[src/rtl/mem_stage_if.sv]
// rtl/mem_stage_if.sv - data memory request/ack bus between mem_stage and data memory
interface mem_stage_if;
    logic        dmem_req;
    logic        dmem_we;
    logic [15:0] dmem_addr;
    logic [15:0] dmem_wdata;
    logic        dmem_ack;
    logic [15:0] dmem_rdata;

    modport master (
        output dmem_req,
        output dmem_we,
        output dmem_addr,
        output dmem_wdata,
        input  dmem_ack,
        input  dmem_rdata
    );

    modport slave (
        input  dmem_req,
        input  dmem_we,
        input  dmem_addr,
        input  dmem_wdata,
        output dmem_ack,
        output dmem_rdata
    );
endinterface

[src/rtl/mem_stage.sv]
// rtl/mem_stage.sv - pipeline memory stage with MEM/WB register, optional alignment check (MEM_ALIGN_CHK_EN)
module mem_stage #(
    parameter int unsigned TIMEOUT = 255
) (
    input  logic               clk,
    input  logic               rst_n,
    input  logic               ex_valid,
    input  logic [15:0]        alu_out,
    input  logic [15:0]        wr_data,
    input  logic               mem_read,
    input  logic               mem_write,
    input  logic [2:0]         writereg_in,
    input  logic               regwrite_in,
    input  logic               halt_in,
    input  logic               flush,
    mem_stage_if.master        dmem,
    output logic               stall,
    output logic               wb_valid,
    output logic               wb_regwrite,
    output logic               wb_halt,
    output logic [2:0]         wb_writereg,
    output logic [15:0]        wb_mem_out,
    output logic [15:0]        wb_alu_out,
    output logic               err
);

    typedef enum logic [1:0] {
        IDLE   = 2'd0,
        REQ    = 2'd1,
        HALTED = 2'd2
    } state_t;

    localparam logic [7:0] TIMEOUT_CNT = 8'(TIMEOUT);

    state_t      state;
    state_t      state_nxt;
    logic [7:0]  wait_cnt;
    logic [7:0]  wait_nxt;

    // Transaction latches: everything needed to finish the instruction once
    // upstream has moved on.
    logic [15:0] addr_q;
    logic [15:0] wdata_q;
    logic        we_q;
    logic        regwrite_q;
    logic        halt_q;
    logic [2:0]  writereg_q;

    logic        accept;
    logic        any_mem;
    logic        bad_op;
    logic        mem_op;
    logic        ack;
    logic        timeout_hit;
    logic        txn_done;

    assign accept  = ex_valid & ~flush;
    assign any_mem = mem_read | mem_write;

`ifdef MEM_ALIGN_CHK_EN
    // Odd addresses are rejected like a conflicting read/write request.
    assign bad_op  = (mem_read & mem_write) | (any_mem & alu_out[0]);
`else
    assign bad_op  = mem_read & mem_write;
`endif

    assign mem_op      = any_mem & ~bad_op;
    assign ack         = dmem.dmem_ack;
    assign wait_nxt    = wait_cnt + 8'd1;
    // An ack always wins over a timeout reached in the same cycle.
    assign timeout_hit = ~ack & (wait_nxt == TIMEOUT_CNT);
    assign txn_done    = ack | timeout_hit;

    // Bus outputs come straight from the latches so they stay stable until ack.
    assign dmem.dmem_req   = (state == REQ);
    assign dmem.dmem_we    = (state == REQ) & we_q;
    assign dmem.dmem_addr  = addr_q;
    assign dmem.dmem_wdata = wdata_q;

    // State register.
    always_ff @(posedge clk or negedge rst_n) begin
        if (!rst_n) begin
            state <= IDLE;
        end else begin
            state <= state_nxt;
        end
    end

    // Next-state and stall decode.
    always_comb begin
        state_nxt = state;
        stall     = 1'b0;
        case (state)
            IDLE: begin
                if (accept) begin
                    if (mem_op) begin
                        state_nxt = REQ;
                        stall     = 1'b1;
                    end else if (halt_in) begin
                        state_nxt = HALTED;
                    end
                end
            end
            REQ: begin
                stall = ~ack;
                if (txn_done) begin
                    state_nxt = halt_q ? HALTED : IDLE;
                end
            end
            HALTED: begin
                stall = 1'b1;
            end
            default: begin
                state_nxt = IDLE;
            end
        endcase
    end

    // Wait counter: held at zero outside REQ so every transaction starts fresh.
    always_ff @(posedge clk or negedge rst_n) begin
        if (!rst_n) begin
            wait_cnt <= 8'd0;
        end else if (state != REQ) begin
            wait_cnt <= 8'd0;
        end else if (!ack) begin
            wait_cnt <= wait_nxt;
        end
    end

    // Capture the memory instruction at acceptance.
    always_ff @(posedge clk or negedge rst_n) begin
        if (!rst_n) begin
            addr_q     <= 16'd0;
            wdata_q    <= 16'd0;
            we_q       <= 1'b0;
            regwrite_q <= 1'b0;
            halt_q     <= 1'b0;
            writereg_q <= 3'd0;
        end else if ((state == IDLE) && accept && mem_op) begin
            addr_q     <= alu_out;
            wdata_q    <= wr_data;
            we_q       <= mem_write;
            regwrite_q <= regwrite_in;
            halt_q     <= halt_in;
            writereg_q <= writereg_in;
        end
    end

    // MEM/WB register and sticky error flag.
    always_ff @(posedge clk or negedge rst_n) begin
        if (!rst_n) begin
            wb_valid    <= 1'b0;
            wb_regwrite <= 1'b0;
            wb_halt     <= 1'b0;
            wb_writereg <= 3'd0;
            wb_mem_out  <= 16'd0;
            wb_alu_out  <= 16'd0;
            err         <= 1'b0;
        end else begin
            wb_valid <= 1'b0;
            case (state)
                IDLE: begin
                    if (accept) begin
                        if (bad_op) begin
                            err <= 1'b1;
                        end
                        if (!mem_op) begin
                            wb_valid    <= 1'b1;
                            wb_regwrite <= regwrite_in & ~bad_op;
                            wb_halt     <= halt_in;
                            wb_writereg <= writereg_in;
                            wb_mem_out  <= 16'd0;
                            wb_alu_out  <= alu_out;
                        end
                    end
                end
                REQ: begin
                    if (txn_done) begin
                        wb_valid    <= 1'b1;
                        wb_regwrite <= regwrite_q & ack;
                        wb_halt     <= halt_q;
                        wb_writereg <= writereg_q;
                        wb_mem_out  <= (ack && !we_q) ? dmem.dmem_rdata : 16'd0;
                        wb_alu_out  <= addr_q;
                        if (timeout_hit) begin
                            err <= 1'b1;
                        end
                    end
                end
                default: begin
                    wb_valid <= 1'b0;
                end
            endcase
        end
    end

endmodule

[src/flat_wrapper.sv]
// flat-port wrapper written by rule: the top's interface ports become plain ports
module mem_stage_flat 
#(
    parameter int unsigned TIMEOUT = 255
)
  (clk, rst_n, ex_valid, alu_out, wr_data, mem_read, mem_write, writereg_in, regwrite_in, halt_in, flush, stall, wb_valid, wb_regwrite, wb_halt, wb_writereg, wb_mem_out, wb_alu_out, err, dmem_dmem_req, dmem_dmem_we, dmem_dmem_addr, dmem_dmem_wdata, dmem_dmem_ack, dmem_dmem_rdata);
  mem_stage_if dmem_i ();
  input  logic clk;
  input  logic rst_n;
  input  logic ex_valid;
  input  logic [15:0] alu_out;
  input  logic [15:0] wr_data;
  input  logic mem_read;
  input  logic mem_write;
  input  logic [2:0] writereg_in;
  input  logic regwrite_in;
  input  logic halt_in;
  input  logic flush;
  output logic stall;
  output logic wb_valid;
  output logic wb_regwrite;
  output logic wb_halt;
  output logic [2:0] wb_writereg;
  output logic [15:0] wb_mem_out;
  output logic [15:0] wb_alu_out;
  output logic err;
  output wire logic [$bits(dmem_i.dmem_req)-1:0] dmem_dmem_req;
  output wire logic [$bits(dmem_i.dmem_we)-1:0] dmem_dmem_we;
  output wire logic [$bits(dmem_i.dmem_addr)-1:0] dmem_dmem_addr;
  output wire logic [$bits(dmem_i.dmem_wdata)-1:0] dmem_dmem_wdata;
  input wire logic [$bits(dmem_i.dmem_ack)-1:0] dmem_dmem_ack;
  input wire logic [$bits(dmem_i.dmem_rdata)-1:0] dmem_dmem_rdata;
  assign dmem_dmem_req = dmem_i.dmem_req;
  assign dmem_dmem_we = dmem_i.dmem_we;
  assign dmem_dmem_addr = dmem_i.dmem_addr;
  assign dmem_dmem_wdata = dmem_i.dmem_wdata;
  assign dmem_i.dmem_ack = dmem_dmem_ack;
  assign dmem_i.dmem_rdata = dmem_dmem_rdata;
  mem_stage #(.TIMEOUT(TIMEOUT)) u_core (.clk(clk), .rst_n(rst_n), .ex_valid(ex_valid), .alu_out(alu_out), .wr_data(wr_data), .mem_read(mem_read), .mem_write(mem_write), .writereg_in(writereg_in), .regwrite_in(regwrite_in), .halt_in(halt_in), .flush(flush), .dmem(dmem_i), .stall(stall), .wb_valid(wb_valid), .wb_regwrite(wb_regwrite), .wb_halt(wb_halt), .wb_writereg(wb_writereg), .wb_mem_out(wb_mem_out), .wb_alu_out(wb_alu_out), .err(err));
endmodule
[config.mk]
export PLATFORM = sky130hd
export DESIGN_NAME = mem_stage_flat
export DESIGN_NICKNAME = d
export VERILOG_FILES = /design/src/rtl/mem_stage_if.sv /design/src/rtl/mem_stage.sv /design/src/flat_wrapper.sv
export SDC_FILE = /design/constraint.sdc
export NUM_CORES = 1
export LEC_CHECK = 0
export CAP_MARGIN = 10
export CORE_UTILIZATION = 51
export DETAILED_ROUTE_END_ITERATION = 8
export PLACE_DENSITY = 0.86
export SLEW_MARGIN = 20
export SYNTH_ARGS = -nofsm -noshare
export SYNTH_HDL_FRONTEND = slang
export SYNTH_SLANG_ARGS = --single-unit
[constraint.sdc]
create_clock -name clk -period 4.4 [get_ports clk]
set_input_delay 0.66 -clock clk [delete_from_list [all_inputs] [get_ports clk]]
set_output_delay 0.66 -clock clk [all_outputs]
set_load 0.02 [all_outputs]
; After elaboration in Yosys (flattened, before gate mapping)
; Index checks and enable logic that the tools add are counted.
[totals]
register_bits = 87
in_bits = 60
output_inout_bits = 74
[classes]
add_sub_neg = 1
eq_ne = 11
n_mux = 41
n_bitwise = 13
reduce_logical = 9
[op_table]
columns = op, count
row1 = two-way mux 16 bit, 7
row2 = one-hot mux 16 bit (2 select lines), 2
row3 = two-way mux 8 bit, 2
row4 = two-way mux 1 bit, 15
row5 = "!= test 2 x 1 -> 1 bit, second input constant", 6
row6 = two-way mux 2 bit, 5
row7 = two-way mux 3 bit, 3
row8 = "adder 8 x 1 -> 8 bit, second input constant", 1
row9 = "equality test 8 bit, second input constant", 1
row10 = one-hot mux 1 bit (2 select lines), 4
row11 = AND reduction 4 bit, 2
row12 = AND 1 bit, 7
row13 = one-hot mux 2 bit (3 select lines), 1
row14 = one-hot mux 3 bit (2 select lines), 1
row15 = AND reduction 5 bit, 1
row16 = NOT 1 bit, 4
row17 = logical AND 1 bit, 3
row18 = "!= test 3 x 2 -> 1 bit, second input constant", 1
row19 = one-hot mux 1 bit (3 select lines), 1
row20 = "equality test 2 x 1 -> 1 bit, second input constant", 1
row21 = "equality test 2 bit, second input constant", 1
row22 = zero test 2 bit, 1
row23 = "!= test 2 bit, second input constant", 1
row24 = bitwise OR 1 bit, 2
row25 = other kinds (2), 2

; Logic depth before layout (Yosys ltp)
; Gate-level depths: netlist of the first run.
[logic_depth]
ltp_word = 6
mapped_depth = 9
depth_no_buf = 7

; Worst setup path after synthesis of the first run
; No wires, ideal clock.
[synth_timing]
path_type = input-to-output
from = input port mem_read
to = output port stall
t_arrival_ps = 1613
slack_ps = 2127
cell_stages = 4
path_buffers = 1
cell_sequence = ha_1 -> nand2_1 -> clkbuf_1 -> nand2_1
[synth_between]
elab_chain_len = 6
elab_cells_between_ends = 7
[synth_lines]
columns = element, line_no
row1 = "start, declared", flat_wrapper.sv:13  ; input logic mem_read;
row2 = AND 1 bit, mem_stage.sv:64  ; assign bad_op = mem_read & mem_write;
row3 = NOT 1 bit, mem_stage.sv:67  ; assign mem_op = any_mem & ~bad_op;
row4 = AND 1 bit (*), mem_stage.sv:67
row5 = two-way mux 1 bit (*), mem_stage.sv:96  ; if (mem_op) begin
row6 = two-way mux 1 bit (*), mem_stage.sv:95  ; if (accept) begin
row7 = one-hot mux 1 bit (3 select lines) (*), mem_stage.sv:93  ; case (state)
row8 = "end, declared", flat_wrapper.sv:19  ; output logic stall;
; Every way passes the cells marked *; elsewhere a longest branch is shown, timed or not.

; Worst setup path after layout of the first run
[layout_timing]
from = register u_core.state[0]
to = output port dmem_dmem_we
[layout_between]
elab_chain_len = 2
[layout_lines]
columns = element, line_no
row1 = "start, declared", mem_stage.sv:35  ; state_t state;
row2 = "start signal, assigned", mem_stage.sv:85  ; state <= state_nxt;
row3 = equality test 2 x 1 -> 1 bit, mem_stage.sv:76  ; assign dmem.dmem_we = (state == REQ) & we_q;
row4 = AND 1 bit, mem_stage.sv:76
row5 = "end, declared", flat_wrapper.sv:28  ; output wire logic [$bits(dmem_i.dmem_we)-1:0] dmem_dmem_we;
; No other way between the ends.

==> results by stage, run 1 <==
Power:
- The clock network burns between 10% and 20% of the power.
- Cell internal power was estimated by the tool at around 2500 uW.
- The static power due to leakage is 0.00241 uW.
- The worst-case IR drop observed on VDD is around 0.00037 V.
- The part of the total power dissipated in sequential elements is a little over a third.
- Net switching is approximately 37% of the power.
- The share of total power dissipated in combinational logic is 47.9%.
- The analysis attributes to net switching a power of 1430 uW.
- For this design the ratio of total power to cell area is roughly 640 mW/mm^2.

CTS:
- The clock slew at the register clock pins of the worst setup and hold paths is 90 ps.
- The number of H-tree levels is 3.
- At the later pin of the worst-skew pair, clock insertion delay measures roughly 350 ps.
- The clock net in this run drives a total of 87 sinks.
- The post-CTS repair timing setup buffer count is 0.
- The deepest clock path buffer count is 2.
- The number of cells upsized or downsized after cts is 0.
- The hold buffer count at CTS is 0.
- The number of buffers added by the clock tree synthesis step is 9.
- The cell chosen for the clock root is sky130_fd_sc_hd__clkbuf_8.
- The clock tree from TritonCTS is yes.

Critical path:
- The category of the critical setup timing path is register to primary output.
- The worst setup path is captured at a primary output.
- At the worst endpoint, the arrival time is 2740 ps.
- STA puts the critical path data required time at 3740 ps.
- In this run the worst path has a maximum fanout of 23.
- STA classifies the critical path startpoint as a register.
- The worst register-to-register path begins at u_core.state[0]$_DFFE_PN0P_.
- The launching instance or port of the critical path is u_core.state[0]$_DFFE_PN0P_.

Global routing:
- The number of antenna violations at the first check in global routing is 0.
- The maximum number of pins on one net before global-route repair is slightly below 90.
- The via count of the first global-routing pass is about 3800.
- In the global route stage, overall resource usage came out at around 25%.
- The first global-routing pass estimated approximately 18000 um of wire.
- After global routing the overflow that remains totals 0.

Routing:
- The routed metal-1 wirelength is ~4400 um.
- Once detail routing completed, the nets flagged for antenna violations numbered 0.
- In this run, the number of DRC markers left after iteration 0 of detailed routing was roughly 220.
- The first-pass iteration count of the detailed router is 4.
- After detailed routing, the total wire length is ~11000 um.
- The amount of wire on met2 after detailed routing is approximately 5500 um.
- The highest metal layer carrying signal wires in the routed design is met4.
- After detailed routing, the number of remaining DRC violations is 0.
- The detailed-route via count is roughly 3800.
- The sum of met3 wire segment lengths after detailed routing is ~720 um.
- In the final routed layout, each cell accounts on average for ~17 um.
- In the routed layout, each cell is associated on average with a via count of 5.86.

Flow run:
- The max-cap check violation count is 0.

Logic synthesis:
- After synthesis, the netlist uses 51 different library cells.
- The number of nets in the synthesized netlist is 487.
- Summing every instance area after synthesis gives approximately 0.0045 mm^2.
- The most used flip-flop cell after synthesis is sky130_fd_sc_hd__dfrtp_1.
- Counting flops and latches in the post-synthesis netlist gives 87.
- The number of flops mapped to enable cells by yosys is 0.
- Counting every instance in the synthesized netlist gives 424.
- The synthesized area per cell is roughly 11 um^2.
- The sequential element share of the synthesized area is 48.9%.
- Yosys printed 0 warnings.
- The share of synthesized registers carrying an async set or reset is 100%.

Timing:
- The final count of negative-setup-slack endpoints is 0.
- The max-slew violation count is 0.
- The upper clock frequency limit is between 200 and 300 MHz.
- The slew at the pin closest to its max-slew limit is 1020 ps.
- After layout, the worst path uses 77.3% of the clock period.
- The number of hold violations in the final report was 0.
- In the final timing run, aggregate negative setup slack is 0 ps.
- Setup repair after global routing left no endpoint under its margin.
- For the final database, setup skew stands at just under 10 ps.
- The minimum period implied by the final worst setup slack is 3400 ps.
- The worst pin sits at a relative slew slack of between 30% and 40%.

Hold path:
- The worst min-delay path class is input pin to async pin.

Cells and area:
- The final net count is between 600 and 700.
- The area added between synthesis and finish is 35.9%.
- After routing the design area is a little over 0.006 mm^2.
- Of the cells placed in the final design, the portion with a size suffix greater than 1 is around 13%.
- 0 antenna diodes ended up in the layout.

Placement:
- At the end of routability-driven placement, the weighted congestion stood at roughly 0.8.
- The total of buffers placed on input and output ports is 133.
- The detailed placement HPWL is ~7400 um.
- After detailed placement, the total cell area comes to between 0.005 and 0.006 mm^2.

Floorplan:
- After floorplanning, the core was divided into 33 placement rows.
- The die width is 95.5 um.
- The die extent in y is between 90 and 100 um.
- The placeable core region is 0.00834 mm^2.
- The die outline area is between 0.009 and 0.01 mm^2.
- The initial utilization of the core area, before any placement, comes to between 50% and 60%.
- The boundary pin count is around 130.

Outcome:
- The flow ran to the end, and the final reports show no timing, DRC or antenna violations.
[per-stage QoR]
stage	cells	util (%)	power, uW	setup WS [ps]	hold WS [ps]
after floorplan	424	-	2380	2130	364
after global placement	633	69.7	3220	1200	487
after detailed placement	633	69.7	3300	1090	481
after CTS	649	72.2	3900	970	510
after global routing	650	72.6	4110	861	422
final	650	72.6	3890	1000	353
[power by group through the flow]
stage               sequential (uW)  combinational [uW]  clock, uW
floorplan                      1800                 579          0
global route                   1470                1990        647
finish                         1420                1860        602
detailed placement             1440                1860          0
CTS                            1430                1860        612
global placement               1410                1810          0
[cells in the mapped netlist, types with 2 or more instances]
| master | n | share of area, % |
|---|---|---|
| sky130_fd_sc_hd__dfrtp_1 | 87 | 49 |
| sky130_fd_sc_hd__nand2_1 | 44 | 3.7 |
| sky130_fd_sc_hd__mux2_2 | 38 | 9.6 |
| sky130_fd_sc_hd__nand3_1 | 21 | 2.4 |
| sky130_fd_sc_hd__a221oi_1 | 20 | 3.9 |
| sky130_fd_sc_hd__and2_1 | 20 | 2.8 |
| sky130_fd_sc_hd__clkbuf_1 | 20 | 1.7 |
| sky130_fd_sc_hd__nor3_1 | 20 | 2.2 |
| sky130_fd_sc_hd__mux2i_1 | 19 | 4.3 |
| sky130_fd_sc_hd__or4_1 | 19 | 3.2 |
| sky130_fd_sc_hd__a22oi_1 | 17 | 2.9 |
| sky130_fd_sc_hd__nor2_1 | 17 | 1.4 |
| sky130_fd_sc_hd__o21ai_0 | 16 | 1.8 |
| sky130_fd_sc_hd__a21oi_1 | 7 | 0.79 |
| sky130_fd_sc_hd__buf_2 | 6 | 0.67 |
| sky130_fd_sc_hd__xor2_1 | 4 | 0.79 |
| sky130_fd_sc_hd__buf_6 | 3 | 0.76 |
| sky130_fd_sc_hd__clkbuf_2 | 3 | 0.34 |
| sky130_fd_sc_hd__ha_1 | 3 | 0.84 |
| sky130_fd_sc_hd__inv_1 | 3 | 0.25 |
| sky130_fd_sc_hd__nand3b_1 | 3 | 0.51 |
| sky130_fd_sc_hd__xnor2_1 | 3 | 0.59 |
| sky130_fd_sc_hd__and3b_1 | 2 | 0.39 |
| sky130_fd_sc_hd__o211ai_1 | 2 | 0.34 |
[layout by cell type, fill, tap and decap left out, types with 2 or more instances in the layout]
| cell type | count |
|---|---|
| sky130_fd_sc_hd__inv_1 | 3 |
| sky130_fd_sc_hd__dfrtp_1 | 87 |
| sky130_fd_sc_hd__clkbuf_8 | 9 |
| sky130_fd_sc_hd__mux2_2 | 38 |
| sky130_fd_sc_hd__nand2_1 | 43 |
| sky130_fd_sc_hd__or4_1 | 19 |
| sky130_fd_sc_hd__o21ai_0 | 16 |
| sky130_fd_sc_hd__nor2_1 | 16 |
| sky130_fd_sc_hd__clkdlybuf4s50_1 | 132 |
| sky130_fd_sc_hd__clkinv_2 | 2 |
| sky130_fd_sc_hd__nand3b_1 | 3 |
| sky130_fd_sc_hd__a22oi_1 | 17 |
| sky130_fd_sc_hd__mux2i_1 | 19 |
| sky130_fd_sc_hd__xor2_1 | 4 |
| sky130_fd_sc_hd__clkinvlp_4 | 2 |
| sky130_fd_sc_hd__and3b_1 | 2 |
| sky130_fd_sc_hd__buf_4 | 4 |
| sky130_fd_sc_hd__nand3_1 | 21 |
| sky130_fd_sc_hd__ha_1 | 3 |
| sky130_fd_sc_hd__a21oi_1 | 7 |
| sky130_fd_sc_hd__bufinv_16 | 2 |
| sky130_fd_sc_hd__and2_1 | 20 |
| sky130_fd_sc_hd__a221oi_1 | 20 |
| sky130_fd_sc_hd__nor3_1 | 20 |
| sky130_fd_sc_hd__xnor2_1 | 3 |
| sky130_fd_sc_hd__o211ai_1 | 2 |
[state kept, by name, summed over array words and instances (netlist names), 2 cells and up]
| signal | count |
|---|---|
| u_core.wait_cnt | 8 |
| u_core.state | 2 |
| u_core.wb_writereg | 3 |
| u_core.dmem.dmem_addr | 16 |
| u_core.wb_mem_out | 16 |
| u_core.wb_alu_out | 16 |
| u_core.writereg_q | 3 |
| u_core.dmem.dmem_wdata | 16 |
[critical path, stage by stage (launching register included)]
cell	delay, ps
sky130_fd_sc_hd__dfrtp_1	520
sky130_fd_sc_hd__nand2b_1	400
sky130_fd_sc_hd__inv_2	640
sky130_fd_sc_hd__and2_1	220
sky130_fd_sc_hd__clkdlybuf4s50_1	610
[path summary, 6_finish.rpt]
check,slack (ps),end,cells past startpoint
max,1000,dmem_dmem_we,4
min,350,u_core.dmem.dmem_addr[15]$_DFFE_PN0P_,1
max reg2reg,1950,u_core.wb_alu_out[7]$_DFFE_PN0P_,6
min reg2reg,510,u_core.writereg_q[1]$_DFFE_PN0P_,1
max in group asynchronous,3490,u_core.wb_alu_out[0]$_DFFE_PN0P_,1
min in group clk,510,u_core.writereg_q[1]$_DFFE_PN0P_,1
[metal layers]
metal | vias up | track usage, %
met5 | - | 0
met4 | 0 | 10.6
met3 | 11 | 6.46
met2 | 120 | 40.8
met1 | 1893 | 32.2
li1 | 1787 | -
[logic make-up after synthesis]
| group | after synthesis | synth area share [%] |
|---|---|---|
| AND/OR/NAND/NOR | 159 | 19.1 |
| flip-flops | 87 | 48.9 |
| AO/OA/AOI/OAI | 73 | 11.8 |
| multiplexers | 58 | 14.2 |
| buffers and inverters | 37 | 3.87 |
| XOR/XNOR | 7 | 1.38 |
| adder cells (fa/ha/maj) | 3 | 0.843 |
[layout make-up]
cell class,count,area [um^2]
fillers,620,2280
flip-flops and latches,87,2180
multi-input cells,300,2130
repair buffers,138,1390
well taps,105,131
clock buffers,10,128
clock inverters,6,85.1
inverters,4,15.0
(Power assumes the default switching activity.)
==> inputs of run 2 (changes only) <==
- CORE_UTILIZATION: 51 -> 47
- PLACE_DENSITY: 0.86 -> 0.8
- clock period: 4.4 -> 3.15 ns (I/O delays scaled with it)
==> run 2 against run 1 <==
Sequential share of layout area shrank 0.18 points. Critical path depth increased by 2. Power increased by 39%. Register-to-register slack worse by 1400 ps. Critical path type unchanged. Largest cell class unchanged.
==> results by stage, run 2 (synthesized netlist as in run 1, its figures left out) <==
Routing:
- The detailed-route via count is roughly 3800.
- Once detail routing completed, the nets flagged for antenna violations numbered 0.
- Using the TritonRoute via totals, the vias-per-cell ratio works out to around 5.8.
- The first-pass iteration count of the detailed router is 5.
- In the final routed layout, each cell accounts on average for about 17 um.
- The detailed router's first-iteration violation count is roughly 110.
- For this run, design rule violations remaining after detail routing come to 0.
- The routed wire length is 10900 um.

Global routing:
- The first global-routing pass estimated about 18000 um of wire.
- The maximum number of pins on one net before global-route repair is 62.
- The global-route congestion overflow total is 0.
- The via count of the first global-routing pass is between 3000 and 4000.
- The number of antenna violations at the first check in global routing is 0.
- The overall routing resource usage is a little under a quarter.

Hold path:
- The tightest min-delay check is of the input pin to async pin type.

Cells and area:
- The ratio of cells with drive above 1 in the final layout is roughly 14%.
- The top cell types in the final layout, fill and taps aside, are sky130_fd_sc_hd__clkdlybuf4s50_1, sky130_fd_sc_hd__dfrtp_1, sky130_fd_sc_hd__nand2_1.
- Relative to the synthesized area, the layout overhead comes to 36.6%.
- At the end of the flow, the number of nets in the layout was 609.
- 0 antenna diodes ended up in the layout.
- Fill cells in the final layout number 718.
- The commonest non-fill, non-tap cell in the layout is sky130_fd_sc_hd__clkdlybuf4s50_1.
- The final cell count without fillers is approximately 660.
- The post-route cell area is approximately 0.0061 mm^2.

Flow run:
- The max-cap check violation count is 0.

CTS:
- For this design, the CTS-stage hold fixing added 0 buffers.
- No sink is reached through more buffers than the 2 on the longest clock path.
- The cell chosen for the clock root is sky130_fd_sc_hd__clkbuf_8.
- The clock slew at the register clock pins of the worst setup and hold paths is around 90 ps.
- After clock tree synthesis, the setup repair step added 0 buffers.
- The later pin in the worst-skew pair is clocked with a latency of roughly 350 ps.
- The clock sink count is 87.
- Post-CTS repair changed the size of 0 cells.
- TritonCTS built the clock tree.
- The number of buffers added by the clock tree synthesis step is 9.
- The H-tree was split into 3 levels.

Timing:
- At the pin with the least slew margin, the transition time is around 1100 ps.
- The final count of negative-setup-slack endpoints is 0.
- The max-slew violation count is 0.
- In the final timing run, aggregate negative setup slack is 0 ps.
- The worst slew margin relative to its limit is between 20% and 30%.
- Hold timing on the final database bottoms out at a slack of between 70 and 80 ps.
- Dividing the final minimum period by the clock period gives 87.5%.
- Setup repair after global routing left no endpoint under its margin.
- For the final database, setup skew stands at roughly 8.6 ps.
- The number of hold violations in the final report is 0.
- The worst path meets setup with between 300 and 400 ps of slack.
- The minimum period implied by the final worst setup slack is roughly 2800 ps.
- The upper clock frequency limit is ~360 MHz.

Placement:
- Once placement finished, the instance area stood at ~0.0059 mm^2.
- At the end of routability-driven placement, the weighted congestion stood at roughly 0.81.
- Timing analysis after detailed placement gives a worst setup slack of between 200 and 250 ps.
- The detailed placement HPWL is around 7500 um.
- In this run, placement finished with an instance count of roughly 650.
- During placement, the flow inserted port buffers numbering roughly 130.

Critical path:
- For flop-to-flop paths, the worst setup slack is 550 ps.
- The endpoint identified for the worst register-to-register timing path is u_core.wb_mem_out[11]$_DFFE_PN0P_.
- In this run the worst path has a maximum fanout of 12.
- The type of destination of the critical path is a primary output.
- The startpoint identified for the worst register-to-register timing path is u_core.wait_cnt[0]$_DFFE_PN0P_.
- The critical path starts at u_core.state[1]$_DFFE_PN0P_.
- The worst setup path is of the register to primary output kind.
- The number of cells on the worst reg-to-reg path is 7.
- Data on the critical path is required at its endpoint by 2680 ps.
- The signal arrival time at the worst endpoint is around 2300 ps.
- The worst setup path is launched from a register.

Power:
- Net switching is between 30% and 40% of the power.
- The internal portion of the total power is between 3000 and 4000 uW.
- Dividing total power by cell area gives a power density of ~890 mW/mm^2.
- IR analysis of the VDD net gives a maximum drop of between 0.0005 and 0.0006 V.
- Summed over all nets, the switching power comes to approximately 2000 uW.
- The static power due to leakage is ~0.0024 uW.
- The part of the total power dissipated in sequential elements is about 37%.
- The clock share of power is roughly 15%.
- The portion of total power attributed to combinational logic is 48.0%.

Floorplan:
- From bottom edge to top edge, the die measures slightly below 100 um.
- The floorplan step set the die width to ~100 um.
- The initialized floorplan defines 35 standard-cell rows.
- In this run the standard cell core region covers roughly 0.009 mm^2.
- The boundary pin count is 134.
- The initial standard-cell utilization of the core is 48.4%.
- The die outline area is between 0.009 and 0.01 mm^2.

Outcome:
- The run finished with clean final reports.
==> run 2: worst max-delay path, stage by stage (launching register included) <==
cell	delay, ps
sky130_fd_sc_hd__dfrtp_1	450
sky130_fd_sc_hd__nand2b_1	240
sky130_fd_sc_hd__buf_4	210
sky130_fd_sc_hd__nor2_1	240
sky130_fd_sc_hd__a21oi_1	80
sky130_fd_sc_hd__nand2_1	100
sky130_fd_sc_hd__clkdlybuf4s50_1	600
==> run 2: worst max path at each step <==
stage                                             end  slack, ps  cells after the start
floorplan           u_core.wb_alu_out[10]$_DFFE_PN0P_       1140                      7
global placement    u_core.wb_mem_out[10]$_DFFE_PN0P_        340                      7
detailed placement   u_core.wb_alu_out[6]$_DFFE_PN0P_        210                      7
CTS                                             stall        400                      6
global route        u_core.wb_mem_out[14]$_DFFE_PN0P_        290                      7
finish                                          stall        390                      6
==> run 2: power groups by stage <==
stage	Sequential (uW)	Combinational, uW	Clock (uW)
finish	2000	2600	814
global route	2070	2770	868
CTS	2000	2600	823
detailed placement	2010	2600	0
global placement	1970	2540	0
floorplan	2520	809	0
==> run 2: area by class of cell <==
type	instances	area [um^2]	share of cell area, %
clock buffer	10	138	2.26
sequential	87	2180	35.8
multi-input combinational	300	2130	34.9
clock inverter	6	67.6	1.11
inverter	4	15.0	0.247
timing repair buffer	144	1420	23.4
tap	111	139	2.28
==> run 2: metrics by stage <==
stage               utilization, %  total power, uW
floorplan                        -             3320
global placement              63.7             4510
detailed placement            63.7             4610
CTS                           66.0             5420
global route                  66.2             5710
finish                        66.2             5410
==> run 2: metal layers <==
| layer | vias to the layer above | part of all wire [%] | GRT usage (%) |
|---|---|---|---|
| li1 | 1815 | - | - |
| met3 | 18 | 4.7 | 4.71 |
| met1 | 1885 | 43 | 29.6 |
| met2 | 104 | 51 | 39.2 |
| met4 | 0 | 1.8 | 7.69 |
| met5 | - | 0 | 0 |
